==> config.mk <==
export PLATFORM = sky130hd
export DESIGN_NAME = multiport_regfile
export DESIGN_NICKNAME = d
export VERILOG_FILES = /design/src/rtl/multiport_regfile.sv
export SDC_FILE = /design/constraint.sdc
export NUM_CORES = 2
export LEC_CHECK = 0
export ABC_CLOCK_PERIOD_IN_PS = 12700
export CAP_MARGIN = 20
export CORE_MARGIN = 2
export CORE_UTILIZATION = 30
export CTS_CLUSTER_SIZE = 24
export DETAILED_ROUTE_END_ITERATION = 10
export PLACE_DENSITY_LB_ADDON = 0.12
export SYNTH_ARGS = -nofsm -noshare
export SYNTH_HDL_FRONTEND = slang
export SYNTH_SLANG_ARGS = --single-unit
==> constraint.sdc <==
create_clock -name clk -period 12.7 [get_ports clk]
set_input_delay 1.27 -clock clk [delete_from_list [all_inputs] [get_ports clk]]
set_output_delay 1.27 -clock clk [all_outputs]
set_load 0.005 [all_outputs]
==> src/rtl/multiport_regfile.sv <==
// Multi-read, dual-write register file with a per-register pending scoreboard.
// Reads are combinational with optional same-cycle write forwarding.
module multiport_regfile #(
    parameter int unsigned DATA_W   = 32,
    parameter int unsigned ADDR_W   = 5,
    parameter int unsigned NUM_RD   = 2,
    parameter int unsigned ZERO_REG = 1,
    parameter int unsigned BYPASS   = 1
) (
    input  logic                     clk,
    input  logic                     rst,
    input  logic [NUM_RD*ADDR_W-1:0] rd_addr,
    output logic [NUM_RD*DATA_W-1:0] rd_data,
    output logic [NUM_RD-1:0]        rd_pend,
    input  logic                     wa_en,
    input  logic [ADDR_W-1:0]        wa_addr,
    input  logic [DATA_W-1:0]        wa_data,
    input  logic                     wb_en,
    input  logic [ADDR_W-1:0]        wb_addr,
    input  logic [DATA_W-1:0]        wb_data,
    input  logic                     alloc_en,
    input  logic [ADDR_W-1:0]        alloc_addr
);

    localparam int unsigned DEPTH = 2**ADDR_W;

    logic [DATA_W-1:0] regs [DEPTH];
    logic [DEPTH-1:0]  pending;
    logic [DEPTH-1:0]  pendingNext;

    logic waLive;
    logic wbLive;
    logic allocLive;

    // A port is live only outside reset and, with a hardwired r0, never for address 0
    always_comb begin
        waLive    = wa_en    && !rst && !((ZERO_REG != 0) && (wa_addr    == '0));
        wbLive    = wb_en    && !rst && !((ZERO_REG != 0) && (wb_addr    == '0));
        allocLive = alloc_en && !rst && !((ZERO_REG != 0) && (alloc_addr == '0));
    end

    // Writes clear the pending bit; a same-cycle alloc overrides the clear
    always_comb begin
        pendingNext = pending;
        if (wbLive) begin
            pendingNext[wb_addr] = 1'b0;
        end
        if (waLive) begin
            pendingNext[wa_addr] = 1'b0;
        end
        if (allocLive) begin
            pendingNext[alloc_addr] = 1'b1;
        end
    end

    // Port A is applied after port B so it wins on an address collision
    always_ff @(posedge clk) begin
        if (rst) begin
            for (int unsigned i = 0; i < DEPTH; i++) begin
                regs[i] <= '0;
            end
            pending <= '0;
        end else begin
            if (wbLive) begin
                regs[wb_addr] <= wb_data;
            end
            if (waLive) begin
                regs[wa_addr] <= wa_data;
            end
            pending <= pendingNext;
        end
    end

    for (genvar g = 0; g < int'(NUM_RD); g++) begin : gRead
        logic [ADDR_W-1:0] addr;
        logic [DATA_W-1:0] data;
        logic              pend;

        assign addr = rd_addr[g*ADDR_W +: ADDR_W];

        // Forwarding order B then A gives A priority; the zero register overrides all
        always_comb begin
            data = regs[addr];
            pend = pending[addr];
            if (BYPASS != 0) begin
                if (wbLive && (wb_addr == addr)) begin
                    data = wb_data;
                    pend = 1'b0;
                end
                if (waLive && (wa_addr == addr)) begin
                    data = wa_data;
                    pend = 1'b0;
                end
            end
            if ((ZERO_REG != 0) && (addr == '0)) begin
                data = '0;
                pend = 1'b0;
            end
        end

        assign rd_data[g*DATA_W +: DATA_W] = data;
        assign rd_pend[g]                  = pend;
    end

endmodule

==> flow_summary_export.csv <==
group,metric,value,unit
clock_network,post_cts_buffers,0,
yosys,yosys.cell_types.count,55,
worst_hold_path,hp-start,"pending[22]",
detailed_routing,dr.pass1.iters,8,
die,die_x,456,microns
timing,hold_viol_final,0,
die,fp.dieH,456,microns
worst_hold_path,holdPathStages,2,
timing,fin_crit_sh,59.3,%
clock_network,tritoncts,"built",
die,start_util,30.3,%
yosys,synth_mux_area_share,19.9,%
power_and_ir_drop,combinationalPowerShare,14.3,%
setup_path,rr_worst_depth,3,
setup_path,cp.required,11430,ps
yosys,async_flop_share,0,%
yosys,ys_seq_area_share,51.2,%
global_route,grt_max_degree,97,
clock_network,htree_levels,4,
global_route,antenna_found_initial,14,
power_and_ir_drop,power.switching,2540,uW
flow_run,cap_violations,0,
die,core,0.203,sq mm
clock_network,clk_pin_slew_worst_paths,50,ps
timing,setup_ws,5160,ps
yosys,synth_xor_xnor_area_share,0.286,%
yosys,synth_top_cell_by_area,"edfxtp_1",
setup_path,reg2reg_slack,11870,ps
setup_path,r2r_end,"pending[3]",
place,portBuffers,159,
power_and_ir_drop,intPower,6610,uW
layout,seq_area,0.0314,sq mm
yosys,syn_inst,4562,
clock_network,cts_buffer_depth,3,
power_and_ir_drop,p_clk_share,40.6,%
place,routabilityCongestion,0.852,
detailed_routing,finalWirelength,291000,microns
worst_hold_path,hp-class,"flop to flop",
clock_network,cts_inserted_buffers,132,
timing,rsz0062_at_grt,"no",
detailed_routing,post_drt_via_cell_ratio,6.41,
power_and_ir_drop,ir_drop,136,uV
setup_path,path_class,"input pin to output pin",
yosys,synth_ff_type,"edfxtp_1",
global_route,grt_pass1_wl,396000,microns
power_and_ir_drop,p_seq_share,45.1,%
timing,finalCriticalPeriod,7540,ps
power_and_ir_drop,sw_frac_of_total,27.8,%
setup_path,endpoint_kind,"output pin",
detailed_routing,ant_nets,0,
detailed_routing,via_count,46063,
die,fp.dieArea,0.208,sq mm
worst_hold_path,hold_end,"pending[22]",
yosys,ys_top_cells_by_area,"edfxtp_1 (50%), a22o_1 (15%), mux4_2 (13%)",
setup_path,cp-startpoint,"rd_addr[5]",
clock_network,root_buffer,"clkbuf_16",
yosys,synth_edf_count,1024,
yosys,synth-seq-cells,1056,
place,dpl.hpwl,171000,microns
setup_path,critPathLaunchType,"input pin",
timing,fmax,0.133,GHz
yosys,synthAdderAreaFrac,0,%
power_and_ir_drop,p_per_area,131,mW/mm^2
yosys,synth_common_cells,"edfxtp_1 (1,024), a22o_1 (1,022), clkbuf_1 (450)",
setup_path,worst-path-buf-inv,4,
layout,n_fill_cell,19385,
yosys,synth_top_area_share,50.2,%
setup_path,r2r_start,"pending[3]",
place,place_ws,5290,ps
setup_path,crit_arrival,6270,ps
run_status,status,"completed",
yosys,netlist_area,0.0613,sq mm
yosys,synth_compound_area_share,20.1,%
yosys,synth_top_family_by_area,"compound AO/OA/AOI/OAI gates",
setup_path,cp_max_fo,46,
layout,nNetsFinal,4505,
layout,multi_input_area,0.0276,sq mm
setup_path,crit_family,"buffers and inverters",
timing,setup_violations,0,
detailed_routing,wire_per_inst,40.5,microns
yosys,yosysMostFrequentCell,"edfxtp_1",
clock_network,cts-resized-gates,0,
timing,tns,0,ps
global_route,grt_overflow,0,
setup_path,path_cells,"buf_8, buf_4, buf_4, mux4_2, mux2i_1, o21ai_0, nand2_1, o21ai_0, clkdlybuf4s50_1",
detailed_routing,drtIter0Drc,5112,
global_route,grt_usage,27.2,%
clock_network,hold_buffers,0,
yosys,syn_area_per_cell,13.4,sq um
timing,skew,0,ps
clock_network,insertion_delay,790,ps
timing,worst_pin_slew,1180,ps
detailed_routing,post-route-drc-count,0,
power_and_ir_drop,p_leak,0.0235,uW
setup_path,slowest_delay,900,ps
yosys,synth_warnings,0,
yosys,synthSimpleGateAreaFrac,3.53,%
die,io_pins,160,
global_route,grt_pass1_vias,45884,
timing,finalMaxSlewViolations,0,
die,row_count,165,
layout,drive_above_1_share,21.6,%
clock_network,numClockSinks,1056,
timing,maxSlewHeadroom,20.8,%
setup_path,cp_slowest_cell,"buf_4",
layout,areaGrowthSynthToFinish,14.1,%
stage by stage:
step	total power (uW)	hold slack (ps)	area (sq um)	util [%]	cells
2_1_floorplan	4870	431	61400	-	4593
5_1_grt	9380	484	70000	34.5	7187
3_5_place_dp	5490	461	65900	32.5	6949
3_3_place_gp	5480	451	65800	32.5	6947
4_1_cts	9170	472	70000	34.5	7186
6_report	9150	474	70000	34.5	7187
routing by layer:
layer / GRT usage, % / part of all wire, %
met5: 0 / 0.013
met4: 12.8 / 5.1
met3: 4.33 / 7.0
met2: 44.5 / 47
met1: 35.3 / 41
power by group through the flow:
| stage | Sequential (uW) | Clock, uW | Combinational [uW] |
|---|---|---|---|
| 6_report | 4130 | 3710 | 1310 |
| 5_1_grt | 4150 | 3880 | 1340 |
| 4_1_cts | 4130 | 3760 | 1290 |
| 3_5_place_dp | 4200 | 0 | 1290 |
| 3_3_place_gp | 4190 | 0 | 1290 |
| 2_1_floorplan | 4160 | 0 | 712 |
final cells by class:
class                   instances  share of cell area (%)
clock inverters                67                   0.808
inverters                      30                   0.161
clock buffers                 170                    5.05
repair buffers                392                    4.85
multi-input cells            2799                    39.5
diodes                          1                 0.00358
well taps                    2672                    4.78
flip-flops and latches       1056                    44.9
placed cells by master, fill, tap and decap left out, drive strengths merged, types with 4 or more instances in the layout:
cell and count:
buf 244, o21ai 121, or3b 6, inv 35, and3 34, xnor2 10
mux4 341, nand2 92, a22oi 157, nand2b 8, xor2 10, nand3b 12
clkbuf 170, o221ai 32, o22ai 71, a211oi 4, conb 32, edfxtp 1024
nor2 117, a22o 1022, dfxtp 32, clkinv 51, or3 22, clkinvlp 4
a221oi 31, mux2i 351, nor3b 7, clkdlybuf4s50 148, mux2 91, o32ai 9
nor2b 12, nand3 73, nor3 45, a31oi 30, bufinv 7, a21oi 36
tightest hold or removal path, stage by stage (launching register included):
cell and delay, ps:
dfxtp_1 320, inv_1 50, o32ai_1 50
kinds of logic after synthesis:
family | count (synthesis)
mux | 783
xor+xnor | 20
compound gates | 1523
flops | 1056
other cells | 1
simple gates | 441
buf+inv | 738
worst max path at each step:
stage	end	depth (start not counted)
2_1_floorplan	pending[20]	7
3_3_place_gp	rd_data[36]	9
3_5_place_dp	rd_data[43]	9
4_1_cts	rd_data[43]	9
5_1_grt	rd_data[43]	9
6_report	rd_data[43]	9
state kept, by name, indices dropped and copies added (netlist names):
| signal | count |
|---|---|
| regs | 1024 |
| pending | 32 |
No activity file was read; power rests on OpenSTA's default activity.
